==> src/rtl/hls4ml_div_pkg.sv <==
// Shared definitions for the hls4ml sequential signed divider.
// - Default operand widths (23-bit signed dividend, 14-bit signed divisor).
// - FSM state encoding as plain localparam constants.
// - abs_u: signed value to unsigned magnitude. The most negative value maps to
//   2^(W-1), which still fits a W-bit unsigned result.
package hls4ml_div_pkg;

  localparam int unsigned DIVIDEND_W_DEF = 23;
  localparam int unsigned DIVISOR_W_DEF  = 14;

  typedef logic [2:0] div_state_t;

  localparam div_state_t IDLE = 3'd0;
  localparam div_state_t PREP = 3'd1;
  localparam div_state_t ITER = 3'd2;
  localparam div_state_t FIX  = 3'd3;
  localparam div_state_t DONE = 3'd4;

  // Callers sign-extend into 32 bits and size-cast the result back down.
  function automatic logic [31:0] abs_u(input logic signed [31:0] v);
    return v[31] ? unsigned'(-v) : unsigned'(v);
  endfunction

endpackage

==> src/rtl/hls4ml_div_step.sv <==
// One radix-2 restoring division step, purely combinational.
// Ports:
//   rem_i  : partial remainder (DsrW+1 bits)
//   dbit_i : next dividend bit, MSB first
//   dsr_i  : divisor magnitude (DsrW bits, unsigned)
//   rem_o  : next partial remainder
//   qbit_o : quotient bit (1 when the trial subtraction does not go negative)
module hls4ml_div_step #(
  parameter int unsigned DsrW = 14
) (
  input  logic [DsrW:0]   rem_i,
  input  logic            dbit_i,
  input  logic [DsrW-1:0] dsr_i,
  output logic [DsrW:0]   rem_o,
  output logic            qbit_o
);

  localparam int unsigned RemW = DsrW + 1;
  localparam int unsigned ShW  = RemW + 1;

  // Carry the full shifted value so the compare never loses the top bit.
  logic [ShW-1:0] shifted;
  logic [ShW-1:0] dsr_ext;

  assign shifted = {rem_i, dbit_i};
  assign dsr_ext = ShW'(dsr_i);

  assign qbit_o = (shifted >= dsr_ext);
  assign rem_o  = qbit_o ? RemW'(shifted - dsr_ext) : shifted[RemW-1:0];

endmodule

==> src/rtl/hls4ml_seq_div_23s_14s.sv <==
// Sequential signed divider: quotient = dividend / divisor, truncated toward
// zero; remainder takes the sign of the dividend (or is 0). One restoring
// iteration per cycle, one operation in flight.
// Ports:
//   clk, reset_n          : clock, asynchronous active-low reset
//   ce                    : clock enable; 0 freezes all state and both handshakes
//   in_valid / in_ready   : operand handshake (in_ready only in IDLE with ce=1)
//   dividend, divisor     : signed operands, captured on the input handshake
//   out_valid / out_ready : result handshake; result held until accepted
//   quotient, remainder   : signed results
// Optional macro HLS_DIV_STATUS_EN adds div_by_zero and div_overflow outputs,
// registered alongside the quotient.
// Sequence: IDLE -> PREP -> ITER (DIVIDEND_W cycles) -> FIX -> DONE -> IDLE,
// so out_valid rises DIVIDEND_W+2 cycles after the input handshake.
module hls4ml_seq_div_23s_14s
  import hls4ml_div_pkg::*;
#(
  parameter int unsigned DIVIDEND_W = DIVIDEND_W_DEF,
  parameter int unsigned DIVISOR_W  = DIVISOR_W_DEF
) (
  input  logic                         clk,
  input  logic                         reset_n,
  input  logic                         ce,
  input  logic                         in_valid,
  output logic                         in_ready,
  input  logic signed [DIVIDEND_W-1:0] dividend,
  input  logic signed [DIVISOR_W-1:0]  divisor,
  output logic                         out_valid,
  input  logic                         out_ready,
  output logic signed [DIVIDEND_W-1:0] quotient,
  output logic signed [DIVISOR_W-1:0]  remainder
`ifdef HLS_DIV_STATUS_EN
  ,
  output logic                         div_by_zero,
  output logic                         div_overflow
`endif
);

  localparam int unsigned RemW = DIVISOR_W + 1;
  localparam int unsigned CntW = $clog2(DIVIDEND_W);
  localparam logic [CntW-1:0] CntLast = CntW'(DIVIDEND_W - 1);

  div_state_t state_q, state_d;
  logic [CntW-1:0] cnt_q, cnt_d;

  // Raw operands captured at the handshake so the inputs may change freely.
  logic signed [DIVIDEND_W-1:0] dvd_raw_q, dvd_raw_d;
  logic signed [DIVISOR_W-1:0]  dsr_raw_q, dsr_raw_d;

  logic dvd_neg_q, dvd_neg_d;
  logic dsr_neg_q, dsr_neg_d;

  // Dividend magnitude doubles as a shift register feeding bits MSB first.
  logic [DIVIDEND_W-1:0] dvd_abs_q, dvd_abs_d;
  logic [DIVISOR_W-1:0]  dsr_abs_q, dsr_abs_d;
  logic [RemW-1:0]       rem_q, rem_d;
  logic [DIVIDEND_W-1:0] quo_q, quo_d;

  logic signed [DIVIDEND_W-1:0] quotient_q, quotient_d;
  logic signed [DIVISOR_W-1:0]  remainder_q, remainder_d;
  logic                         out_valid_q, out_valid_d;

`ifdef HLS_DIV_STATUS_EN
  logic dz_q, dz_d;
  logic ovf_q, ovf_d;
`endif

  logic [RemW-1:0] step_rem;
  logic            step_qbit;

  hls4ml_div_step #(
    .DsrW(DIVISOR_W)
  ) u_step (
    .rem_i (rem_q),
    .dbit_i(dvd_abs_q[DIVIDEND_W-1]),
    .dsr_i (dsr_abs_q),
    .rem_o (step_rem),
    .qbit_o(step_qbit)
  );

  assign in_ready  = (state_q == IDLE) & ce;
  assign out_valid = out_valid_q;
  assign quotient  = quotient_q;
  assign remainder = remainder_q;
`ifdef HLS_DIV_STATUS_EN
  assign div_by_zero  = dz_q;
  assign div_overflow = ovf_q;
`endif

  always_comb begin
    state_d     = state_q;
    cnt_d       = cnt_q;
    dvd_raw_d   = dvd_raw_q;
    dsr_raw_d   = dsr_raw_q;
    dvd_neg_d   = dvd_neg_q;
    dsr_neg_d   = dsr_neg_q;
    dvd_abs_d   = dvd_abs_q;
    dsr_abs_d   = dsr_abs_q;
    rem_d       = rem_q;
    quo_d       = quo_q;
    quotient_d  = quotient_q;
    remainder_d = remainder_q;
    out_valid_d = out_valid_q;
`ifdef HLS_DIV_STATUS_EN
    dz_d        = dz_q;
    ovf_d       = ovf_q;
`endif

    case (state_q)
      IDLE: begin
        if (in_valid && in_ready) begin
          dvd_raw_d = dividend;
          dsr_raw_d = divisor;
          state_d   = PREP;
        end
      end

      PREP: begin
        dvd_neg_d = dvd_raw_q[DIVIDEND_W-1];
        dsr_neg_d = dsr_raw_q[DIVISOR_W-1];
        dvd_abs_d = DIVIDEND_W'(abs_u(32'(dvd_raw_q)));
        dsr_abs_d = DIVISOR_W'(abs_u(32'(dsr_raw_q)));
        rem_d     = '0;
        quo_d     = '0;
        cnt_d     = CntLast;
        state_d   = ITER;
      end

      ITER: begin
        rem_d     = step_rem;
        quo_d     = {quo_q[DIVIDEND_W-2:0], step_qbit};
        dvd_abs_d = {dvd_abs_q[DIVIDEND_W-2:0], 1'b0};
        if (cnt_q == '0) begin
          state_d = FIX;
        end else begin
          cnt_d = cnt_q - CntW'(1);
        end
      end

      FIX: begin
        // A zero divisor lets every trial subtraction succeed; override the
        // result explicitly rather than trusting the iteration output.
        if (dsr_abs_q == '0) begin
          quotient_d  = '1;
          remainder_d = '0;
        end else begin
          // Most-negative / -1: the magnitude 2^(W-1) reinterpreted as signed
          // is already the saturated answer, and no negation is applied.
          quotient_d  = (dvd_neg_q ^ dsr_neg_q) ? -quo_q : quo_q;
          remainder_d = dvd_neg_q ? -rem_q[DIVISOR_W-1:0] : rem_q[DIVISOR_W-1:0];
        end
`ifdef HLS_DIV_STATUS_EN
        dz_d  = (dsr_raw_q == '0);
        ovf_d = (dvd_raw_q == {1'b1, {(DIVIDEND_W-1){1'b0}}}) && (dsr_raw_q == '1);
`endif
        out_valid_d = 1'b1;
        state_d     = DONE;
      end

      DONE: begin
        if (out_valid_q && out_ready) begin
          out_valid_d = 1'b0;
          state_d     = IDLE;
        end
      end

      default: begin
        state_d = IDLE;
      end
    endcase
  end

  always_ff @(posedge clk or negedge reset_n) begin
    if (!reset_n) begin
      state_q     <= IDLE;
      cnt_q       <= '0;
      dvd_raw_q   <= '0;
      dsr_raw_q   <= '0;
      dvd_neg_q   <= 1'b0;
      dsr_neg_q   <= 1'b0;
      dvd_abs_q   <= '0;
      dsr_abs_q   <= '0;
      rem_q       <= '0;
      quo_q       <= '0;
      quotient_q  <= '0;
      remainder_q <= '0;
      out_valid_q <= 1'b0;
`ifdef HLS_DIV_STATUS_EN
      dz_q        <= 1'b0;
      ovf_q       <= 1'b0;
`endif
    end else if (ce) begin
      state_q     <= state_d;
      cnt_q       <= cnt_d;
      dvd_raw_q   <= dvd_raw_d;
      dsr_raw_q   <= dsr_raw_d;
      dvd_neg_q   <= dvd_neg_d;
      dsr_neg_q   <= dsr_neg_d;
      dvd_abs_q   <= dvd_abs_d;
      dsr_abs_q   <= dsr_abs_d;
      rem_q       <= rem_d;
      quo_q       <= quo_d;
      quotient_q  <= quotient_d;
      remainder_q <= remainder_d;
      out_valid_q <= out_valid_d;
`ifdef HLS_DIV_STATUS_EN
      dz_q        <= dz_d;
      ovf_q       <= ovf_d;
`endif
    end
  end

endmodule

==> config.mk <==
export PLATFORM = sky130hd
export DESIGN_NAME = hls4ml_seq_div_23s_14s
export DESIGN_NICKNAME = d
export VERILOG_FILES = /design/src/rtl/hls4ml_div_pkg.sv /design/src/rtl/hls4ml_div_step.sv /design/src/rtl/hls4ml_seq_div_23s_14s.sv
export SDC_FILE = /design/constraint.sdc
export NUM_CORES = 1
export LEC_CHECK = 0
export BUFFER_PORTS_ARGS = -buffer_cell sky130_fd_sc_hd__buf_2
export CORE_UTILIZATION = 30
export CTS_BUF_LIST = sky130_fd_sc_hd__clkbuf_8
export DETAILED_ROUTE_END_ITERATION = 12
export PLACE_DENSITY = 0.44
export REMOVE_ABC_BUFFERS = 1
export SLEW_MARGIN = 0
export SYNTH_ARGS = -nofsm -noshare
export SYNTH_HDL_FRONTEND = slang
export SYNTH_SLANG_ARGS = --single-unit
export TNS_END_PERCENT = 100
==> constraint.sdc <==
create_clock -name clk -period 3.3 [get_ports clk]
set_input_delay 0.66 -clock clk [delete_from_list [all_inputs] [get_ports clk]]
set_output_delay 0.66 -clock clk [all_outputs]
set_load 0.02 [all_outputs]
# == Word-level counts from Yosys, hierarchy flattened ==
# Cells that the tools add are included.
# word_totals
ff_bits,160
inputBits,42
out_inout_bits,39
word_cells,62
# op_classes
n_addsub,6
order_cmp,1
n_eq_ne,8
mux,18
bitwise,2
n_reduce_logical,14
# ops
cell,count
one-hot mux 23 bit (2 select lines),2
two-way mux 23 bit,3
negation 23 bit,2
two-way mux 14 bit,3
one-hot mux 15 bit (2 select lines),1
negation 14 bit,2
greater-or-equal comparator 16 x 14 -> 1 bit,1
two-way mux 15 bit,1
one-hot mux 3 bit (5 select lines),1
subtractor 15 x 14 -> 15 bit,1
logical NOT 14 bit,1
one-hot mux 5 bit (2 select lines),1
two-way mux 3 bit,3
AND reduction 3 bit,3
"== test 3 x 2 -> 1 bit, second input constant",2
"inequality test 2 bit, second input constant",3
AND reduction 2 bit,3
logical NOT 5 bit,1
two-way mux 5 bit,1
"subtractor 5 x 1 -> 5 bit, second input constant",1
AND reduction 4 bit,1
nonzero test 2 bit,2
"== test 3 x 1 -> 1 bit, second input constant",1
"== test 3 bit, second input constant",1
other kinds (7),8

# == Longest topological paths before layout ==
# Gate-level depths: netlist (run 1).
# depth
word_depth,5
mapped_depth,10
depth_no_buf,9

# == Modules after synthesis ==
# Synthesis (run 1) repeated with hierarchy kept, for this count alone.
# unflattened
cells_unflattened,937
hier_area_um2,8762.2
# by_module_without_submodules
mod,instances,cells_each,area_each_um2,seq_area_each_um2
hls4ml_seq_div_23s_14s,1,789,7671.1,4003.8
hls4ml_div_step,1,148,1091.0,0.0

# == Worst setup path before layout (run 1) ==
# OpenSTA, ideal clock, no wires.
# synth_timing
path_kind,input port to flip-flop
start,input port ce
end,register dsr_raw_q[10]
setup_ns,0.125
t_arrival_ns,2.456
required_time_ns,3.175
slack_ns,0.720
stages,5
n_path_buf,1
path_cell_list,inv_1 nor4_1 nand2_1 clkbuf_1 mux2_2
# synth_between
elab_chain_len,3
# synth_rtl
item,line_no,rtl
start: declaration,hls4ml_seq_div_23s_14s.sv:23,"input logic ce,"
AND 1 bit,hls4ml_seq_div_23s_14s.sv:81,assign in_ready = (state_q == IDLE) & ce;
named net in_ready,hls4ml_seq_div_23s_14s.sv:25,"output logic in_ready,"
logical AND 1 bit,hls4ml_seq_div_23s_14s.sv:111,if (in_valid && in_ready) begin
AND reduction 3 bit (no source line),--,
end signal: assignment,hls4ml_seq_div_23s_14s.sv:196,dsr_raw_q <= dsr_raw_d;
end: declaration,hls4ml_seq_div_23s_14s.sv:48,"logic signed [DIVISOR_W-1:0] dsr_raw_q, dsr_raw_d;"
# The timed path passes the listed nets, and every way through them passes these cells.
# A chain may end at the register's enable or synchronous reset.

# == Worst setup path after layout (run 1) ==
# layout_timing
start,register rem_q[2]
end,register rem_q[1]
# layout_between
elab_chain_len,3
# layout_rtl
item,line_no,rtl
start: declaration,hls4ml_seq_div_23s_14s.sv:56,"logic [RemW-1:0] rem_q, rem_d;"
start signal: assignment,hls4ml_seq_div_23s_14s.sv:201,rem_q <= rem_d;
greater-or-equal comparator 16 x 14 -> 1 bit,hls4ml_div_step.sv:28,assign qbit_o = (shifted >= dsr_ext);
two-way mux 15 bit,hls4ml_div_step.sv:29,assign rem_o = qbit_o ? RemW'(shifted - dsr_ext) : shifted[RemW-1:0];
one-hot mux 15 bit (2 select lines),hls4ml_seq_div_23s_14s.sv:109,case (state_q)
# No other way between the ends.

==> results of run 1 <==
-- cells by family (layout without fill, tap and decap cells) --
| logic type | Yosys count | after routing | synth area share |
|---|---|---|---|
| and+or+nand+nor | 240 | 240 | 0.135 |
| AOI/OAI and AO/OA | 230 | 230 | 0.184 |
| DFF | 160 | 160 | 0.470 |
| xor gates and xnor gates | 77 | 77 | 0.0792 |
| buffers and inverters | 76 | 159 | 0.0398 |
| muxes | 46 | 46 | 0.0597 |
| adders and majority gates | 21 | 21 | 0.0318 |
-- cells in the final DEF (no fill, tap or decap), types with 12 or more instances in the layout --
cell type,instances
dfrtp_1,160
a22o_1,18
mux2_2,38
nand2_1,117
o221ai_1,12
xor2_1,53
nor2_1,31
nand3_1,17
inv_1,32
buf_2,79
a21oi_1,36
ha_1,20
buf_4,13
xnor2_1,24
o21ai_0,78
o31ai_1,17
o22a_1,23
clkbuf_8,18
-- registers in the layout, summed over array words and instances (netlist names) --
signal and flops:
dsr_neg_q 1, dsr_abs_q 14, out_valid 1, rem_q 15, cnt_q 5, remainder 14, dsr_raw_q 14, dvd_abs_q 23
state_q 3, quo_q 23, dvd_neg_q 1, quotient 23, dvd_raw_q 23
-- metrics by stage --
stage	utilization	worst slack, ps	cell area (um2)
3_3_place_gp	0.334	680	9310
4_1_cts	0.350	602	9750
2_1_floorplan	-	301	8290
6_report	0.350	605	9750
5_1_grt	0.350	306	9750
3_5_place_dp	0.334	629	9310
-- final cells by class --
| cell class | count | area share |
|---|---|---|
| multi-input combinational | 614 | 0.428 |
| sequential | 160 | 0.411 |
| timing repair buffer | 95 | 0.0558 |
| tap | 378 | 0.0485 |
| clock buffer | 18 | 0.0254 |
| clock inverter | 14 | 0.0196 |
| inverter | 32 | 0.0123 |
-- worst paths after layout --
kind | startpoint | depth (start not counted) | endpoint | slack (ps)
min in group clk | dividend[0] | 2 | dvd_raw_q[0] | 420
hold / removal | reset_n | 1 | remainder[11] | 140
setup / recovery | rem_q[2] | 7 | rem_q[1] | 610
max in group asynchronous | reset_n | 2 | dvd_raw_q[12] | 2410
setup reg to reg | rem_q[2] | 7 | rem_q[1] | 610
hold reg to reg | remainder[2] | 2 | remainder[2] | 480
-- layer usage --
| metal | vias up | track usage |
|---|---|---|
| met5 | - | 0 |
| met4 | 0 | 0.0380 |
| met3 | 11 | 0.0295 |
| met2 | 105 | 0.227 |
| met1 | 3072 | 0.204 |
| li1 | 3215 | - |
-- power by group through the flow --
stage                     clock network [mW]  registers, mW  logic [mW]
final                                   1.62           3.73        5.75
after global routing                    1.77           3.90        6.57
after CTS                               1.69           3.74        5.86
after detailed placement                   0           3.78        5.84
after global placement                     0           3.78        5.85
after floorplan                            0           3.82        4.06
==> impl_metrics.csv, run 1 <==
group,metric,value,unit
timing,fin_hold_ws,145,ps
drt,drtIter0Drc,317,
cts,cts.htree.levels,4,
power_and_ir_drop,switchingPower,5.02,mW
drt,wl_met3,702,um
power_and_ir_drop,cellPowerDensity,1140,nW/um2
timing,relSlewSlack,0.449,
power_and_ir_drop,switching_share,0.452,
synthesis,ys_seq_area_frac,0.470,
power_and_ir_drop,p_leak,4.30,nW
power_and_ir_drop,power,11.1,mW
grt,grt_pass1_wl,33500,um
setup_path,critPathSlowestCell,"o2111a_1",
synthesis,synth_area,8510,um2
setup_path,path_class,"reg2reg",
final_layout,regArea,4000,um2
drt,vias,6403,
drt,via_per_inst,4.88,
flow_run,drv_cap,0,
setup_path,crit_chain,"ha_1 -> or2_2 -> o22ai_1 -> a211o_1 -> o2111a_1 -> nand2_1 -> a32o_1",
power_and_ir_drop,clkPwrFrac,0.146,
final_layout,final_nets,983,
drt,drt-wirelength-per-cell,15.1,um
synthesis,syn_area_per_cell,10.0,um2
setup_path,path_buf_inv,0,
cts,cts_resized,0,
synthesis,async_reset_ff_frac,1.00,
synthesis,yosys-top-cells-count,"160 x dfrtp_1, 118 x nand2_1, 78 x o21ai_0",
grt,grt-ovfl-total,0,
floorplan,pin_count,81,
floorplan,die_x,170,um
cts,clock_latency,470,ps
cts,cts_hold_repair.buffers,0,
final_layout,layoutNonFillerInstCount,1311,
synthesis,ys.flop_type,"dfrtp_1",
cts,cts_buffers,17,
timing,drv_slew,0,
grt,grt_pass1_vias,6330,
synthesis,ys_seq_elements,160,
cts,cts_setup_buffers,0,
timing,skew,22.4,ps
drt,wl_met2,8750,um
floorplan,initial_core_util,0.306,
cts,cts.clk_slew.worst_paths,100,ps
synthesis,synth_most_common_cell,"dfrtp_1",
final_layout,drive_above_1_share,0.197,
setup_path,critPathTopFamily,"compound AO/OA/AOI/OAI gates",
floorplan,row_count,61,
drt,drc,0,
drt,drt_wl_total,19800,um
placement,dp.cells,1279,
drt,highest_layer,"met4",
power_and_ir_drop,p_int,6.08,mW
final_layout,syn_to_final_growth,14.6,%
power_and_ir_drop,comb_power_share,0.518,
synthesis,synth_cells,850,
power_and_ir_drop,seq_power_share,0.336,
final_layout,multi_input_area,4170,um2
cts,clockBufferDepth,2,
min_path,worst_hold_path_type,"in2async",
final_layout,diodes,0,
cts,clockRootBuffer,"clkbuf_8",
grt,antenna_found_initial,0,
setup_path,crit_fanout,23,
floorplan,core_area,27900,um2
setup_path,crit_path_end_kind,"register",
setup_path,critPathArrivalTime,3040,ps
timing,hold_violations,0,
grt,grt_use_total,0.145,
power_and_ir_drop,peakVddDrop,361,uV
timing,tns,0,ps
synthesis,synth_cell_type_count,62,
timing,worst_slew_pin_slew,827,ps
synthesis,synth_edf_count,0,
placement,dpl.hpwl,14000,um
timing,setup_viol,0,
cts,cts_tree,"yes",
run_status,status,"finished clean",
floorplan,dieArea,29000,um2
setup_path,cp_data_required_time,3640,ps
drt,drt_pass1_iterations,4,
placement,io_buffers,80,
timing,rsz0062_at_grt,"false",
setup_path,critPathLaunchType,"register",
synthesis,synthTopCellsByArea,"dfrtp_1 47%, xor2_1 5.5%, nand2_1 5.2%",
timing,fin_crit_sh,0.817,
drt,wl_met1,10100,um
timing,period_minus_slack,2690,ps
synthesis,synth.largest_area_cell,"dfrtp_1",
drt,drtAntennaViolNets,0,
cts,cts.sinks,160,
timing,fmax,371,MHz
final_layout,n_fill_cell,2863,
grt,grt_max_degree,58,
synthesis,yosysWarnings,0,
floorplan,die_h,170,um
synthesis,synth_top_area_share,0.470,
placement,gp_congestion,0.795,
setup_path,critPathMaxStageDelay,700,ps
Note: power is estimated with default switching activity, not from simulation.
==> inputs of run 2 (changes only) <==
clock period = 2.6 ns   (was 3.3 ns; I/O delays follow)
==> impl_metrics.csv, run 2 (same netlist as run 1, synthesis figures left out) <==
group,metric,value,unit
drt,drt_pass1_iterations,4,
setup_path,cpMostUsedCell,"or4_4",
cts,clock_latency,460,ps
timing,fmax,399,MHz
floorplan,pin_count,81,
grt,antenna_found_initial,0,
cts,clockRootBuffer,"clkbuf_8",
grt,grt_use_total,0.148,
drt,drt-wirelength-per-cell,14.9,um
cts,clockBufferDepth,2,
final_layout,syn_to_final_growth,18.3,%
final_layout,final_cell_mix,"160 x dfrtp_1, 117 x nand2_1, 79 x buf_2",
floorplan,core_area,27900,um2
drt,drtAntennaViolNets,0,
power_and_ir_drop,p_int,8.11,mW
flow_run,drv_cap,0,
final_layout,regArea,4000,um2
setup_path,cp_data_required_time,2930,ps
placement,placed_cell_area,9620,um2
setup_path,path_class,"reg2reg",
power_and_ir_drop,p_leak,4.49,nW
timing,drv_slew,0,
placement,gp_congestion,0.792,
drt,vias,6518,
cts,cts.clk_slew.worst_paths,100,ps
grt,grt_pass1_wl,34200,um
setup_path,critPathArrivalTime,2830,ps
setup_path,crit_path_end_kind,"register",
setup_path,critPathMaxStageDelay,570,ps
timing,relSlewSlack,0.503,
power_and_ir_drop,cellPowerDensity,1450,nW/um2
timing,worst_slew_pin_slew,735,ps
final_layout,n_fill_cell,2875,
drt,drt_wl_total,20200,um
final_layout,final_nets,1022,
floorplan,initial_core_util,0.306,
setup_path,critPathLaunchType,"register",
timing,period_minus_slack,2510,ps
floorplan,die_h,170,um
timing,fin_hold_ws,60.2,ps
final_layout,diodes,0,
cts,cts_buffers,17,
grt,grt-ovfl-total,0,
final_layout,stdcell_area,10100,um2
final_layout,final_core_util,0.361,
placement,io_buffers,80,
floorplan,die_x,170,um
drt,drc,0,
timing,setup_ws,94.4,ps
cts,cts.sinks,160,
grt,grt_max_degree,65,
power_and_ir_drop,clkPwrFrac,0.131,
cts,cts_tree,"yes",
cts,cts.htree.levels,4,
power_and_ir_drop,comb_power_share,0.554,
final_layout,drive_above_1_share,0.233,
placement,place_ws,60.1,ps
grt,grt_pass1_vias,6493,
timing,rsz0062_at_grt,"true",
timing,setup_viol,0,
min_path,worst_hold_path_type,"in2async",
final_layout,multi_input_area,4210,um2
power_and_ir_drop,peakVddDrop,481,uV
floorplan,row_count,61,
timing,hold_violations,0,
final_layout,final_common_cell,"dfrtp_1",
run_status,status,"finished clean",
drt,drtIter0Drc,291,
timing,skew,18.9,ps
floorplan,dieArea,29000,um2
timing,tns,0,ps
setup_path,crit_chain,"or4_4 -> or4_4 -> or3_4 -> o31ai_4 -> xor2_1 -> o221ai_1",
power_and_ir_drop,seq_power_share,0.315,
setup_path,critPathSlowestCell,"or4_4",
power_and_ir_drop,switching_share,0.446,
timing,fin_crit_sh,0.964,
power_and_ir_drop,switchingPower,6.52,mW
setup_path,crit_fanout,5,
drt,via_per_inst,4.83,
placement,dpl.hpwl,14600,um
## run 2: cell type report
type / count / area share
Clock buffer: 18 / 0.0246
Clock inverter: 14 / 0.0154
Inverter: 32 / 0.0119
Multi-Input combinational cell: 614 / 0.418
Sequential cell: 160 / 0.398
Tap cell: 378 / 0.0470
Timing Repair Buffer: 134 / 0.0856
## run 2: final timing paths
check,startpoint,to,slack [ps],depth (start not counted)
max,dvd_raw_q[2],dvd_abs_q[17],90,6
min,reset_n,remainder[9],60,1
max reg2reg,dvd_raw_q[2],dvd_abs_q[17],90,6
min reg2reg,remainder[6],remainder[6],480,2
max in group asynchronous,reset_n,quotient[14],1820,2
min in group clk,dividend[5],dvd_raw_q[5],280,2
## run 2: what timing repair did
item	4_1_cts	5_1_grt
hold buffers	0	0
gates resized for setup	0	8
setup buffers	0	1
setup endpoints to repair	0	10
## run 2: layer usage
metal  track usage  wire length [um]
met5             0                 0
met4        0.0364               183
met3        0.0281               750
met2         0.227              8750
met1         0.214             10500
## run 2: worst max-delay path, delay by kind of cell, from the launching register on
family	cells	cell delay, ps
xor+xnor	1	170
compound gates	2	320
flops	1	390
simple gates	3	1490
## run 2: through the flow
stage               power (mW)  instances
CTS                       14.8       1349
global route              16.1       1350
detailed placement        12.8       1317
finish                    14.6       1350
global placement          12.8       1317
floorplan                 10.0        806
## run 2: power groups by stage
stage / Sequential, mW / Clock [mW] / Combinational, mW
after floorplan: 4.85 / 0 / 5.15
final: 4.61 / 1.92 / 8.11
after detailed placement: 4.65 / 0 / 8.16
after global placement: 4.64 / 0 / 8.14
after global routing: 4.80 / 2.08 / 9.19
after CTS: 4.60 / 1.99 / 8.19
==> inputs of run 3 (changes only) <==
PLACE_DENSITY = 0.46   (was 0.44)
clock period = 2.2 ns   (was 2.6 ns; I/O delays follow)
==> impl_metrics.csv, run 3 (same netlist as run 1, synthesis figures left out) <==
group,metric,value,unit
setup_path,cp_data_required_time,2530,ps
timing,worst_slew_pin_slew,1120,ps
cts,cts.htree.levels,4,
timing,drv_slew,0,
timing,fin_crit_sh,1.14,
floorplan,dieArea,29000,um2
grt,grt_pass1_vias,6677,
placement,io_buffers,80,
placement,dp.cells,1373,
cts,cts.clk_slew.worst_paths,110,ps
final_layout,n_fill_cell,2831,
flow_run,drv_cap,0,
final_layout,final_nets,1088,
final_layout,final_common_cell,"dfrtp_1",
setup_path,crit_chain,"or4_4 -> or4_4 -> or3_4 -> o31ai_4 -> xor2_1 -> o221ai_1",
min_path,worst_hold_path_type,"in2reg",
final_layout,final_cell_mix,"159 x dfrtp_1, 114 x nand2_1, 103 x buf_4",
timing,rsz0062_at_grt,"true",
drt,drtAntennaViolNets,0,
drt,drt_wl_total,20900,um
timing,setup_viol,22,
drt,via_per_inst,4.76,
drt,drtIter0Drc,319,
drt,drt_pass1_iterations,4,
floorplan,die_x,170,um
power_and_ir_drop,p_leak,4.92,nW
setup_path,critPathMaxStageDelay,560,ps
cts,clockRootBuffer,"clkbuf_8",
setup_path,cpMostUsedCell,"or4_4",
setup_path,regToRegSetupSlack,-300,ps
setup_path,critPathSlowestCell,"or4_4",
placement,gp_congestion,0.797,
grt,grt_pass1_wl,34700,um
grt,antenna_found_initial,0,
grt,grt_max_degree,49,
run_status,status,"finished, violations left",
timing,fmax,400,MHz
setup_path,path_class,"reg2reg",
grt,grt_use_total,0.150,
drt,drt-wirelength-per-cell,14.8,um
power_and_ir_drop,peakVddDrop,531,uV
cts,cts.sinks,160,
final_layout,final_core_util,0.394,
timing,tns,-2280,ps
timing,skew,21.8,ps
cts,clockBufferDepth,2,
placement,placed_cell_area,10100,um2
timing,relSlewSlack,0.254,
floorplan,pin_count,81,
final_layout,stdcell_area,11000,um2
timing,period_minus_slack,2500,ps
final_layout,diodes,0,
timing,hold_violations,0,
floorplan,core_area,27900,um2
timing,setup_ws,-298,ps
setup_path,crit_path_end_kind,"register",
cts,cts_tree,"yes",
setup_path,crit_fanout,4,
drt,vias,6739,
drt,drc,0,
run_status,violations,"setup timing",
floorplan,initial_core_util,0.306,
setup_path,critPathArrivalTime,2830,ps
final_layout,syn_to_final_growth,29.0,%
final_layout,layoutNonFillerInstCount,1416,
final_layout,drive_above_1_share,0.318,
cts,cts_buffers,17,
floorplan,row_count,61,
power_and_ir_drop,cellPowerDensity,1760,nW/um2
setup_path,critPathLaunchType,"register",
power_and_ir_drop,power,19.3,mW
cts,clock_latency,470,ps
grt,grt-ovfl-total,0,
floorplan,die_h,170,um
placement,dpl.hpwl,14900,um
[run 3: changes by cell type in the layout (fill, tap and decap cells not counted), moves of 5 or more]
cell     delta
ha_4        +5
o21ai_0    -10
o21ai_1     +9
buf_4      +53
nand3_1     -5
ha_1        -5
buf_6       +6
[run 3: report_power, final]
group / internal [mW] / leakage [nW] / switching (mW) / total [mW]
combinational: 5.76 / 2.75 / 6.15 / 11.9
sequential: 4.25 / 1.99 / 1.12 / 5.37
clock: 0.843 / 0.179 / 1.23 / 2.07
[run 3: cell type report]
cell class / instances / area, um2 / share of cell area
clock buffer: 18 / 248 / 0.0226
multi-input combinational: 614 / 4540 / 0.413
inverter: 32 / 120 / 0.0109
tap: 378 / 473 / 0.0431
timing repair buffer: 200 / 1470 / 0.134
sequential: 160 / 4010 / 0.365
clock inverter: 14 / 121 / 0.0111
[run 3: final timing paths]
kind | end | cells past startpoint | start
worst max-delay path | dvd_abs_q[19] | 6 | dvd_raw_q[5]
worst min-delay path | dvd_raw_q[1] | 2 | dividend[1]
worst max register to register | dvd_abs_q[19] | 6 | dvd_raw_q[5]
worst min register to register | remainder[12] | 2 | remainder[12]
max in group asynchronous | quo_q[6] | 3 | reset_n
min in group asynchronous | remainder[9] | 2 | reset_n
[run 3: repair_timing]
item | 4_1_cts | 5_1_grt
pin swaps | 30 | 35
hold endpoints to repair | 22 | 0
setup endpoints to repair | 28 | 37
gates resized for setup | 41 | 42
setup buffers | 6 | 5
hold buffers | 1 | 0
gates cloned | 3 | 0
[run 3: stage by stage]
step,hold WS (ps),setup slack [ps]
2_1_floorplan,144,-605
3_3_place_gp,339,-230
3_5_place_dp,338,-260
4_1_cts,156,-289
5_1_grt,159,-401
6_report,185,-298
[run 3: per-layer routing]
| metal | global-route usage | wire, um | vias up |
|---|---|---|---|
| li1 | - | - | 3424 |
| met1 | 0.211 | 10600 | 3222 |
| met2 | 0.237 | 9600 | 79 |
| met3 | 0.0244 | 492 | 14 |
| met4 | 0.0435 | 223 | 0 |
| met5 | 0 | 0 | - |
[run 3: critical path: cells and delay by family (launching register included)]
kind	cells	cell delay (ps)
AOI/OAI and AO/OA	2	360
xor gates and xnor gates	1	160
and+or+nand+nor	3	1440
DFF	1	390
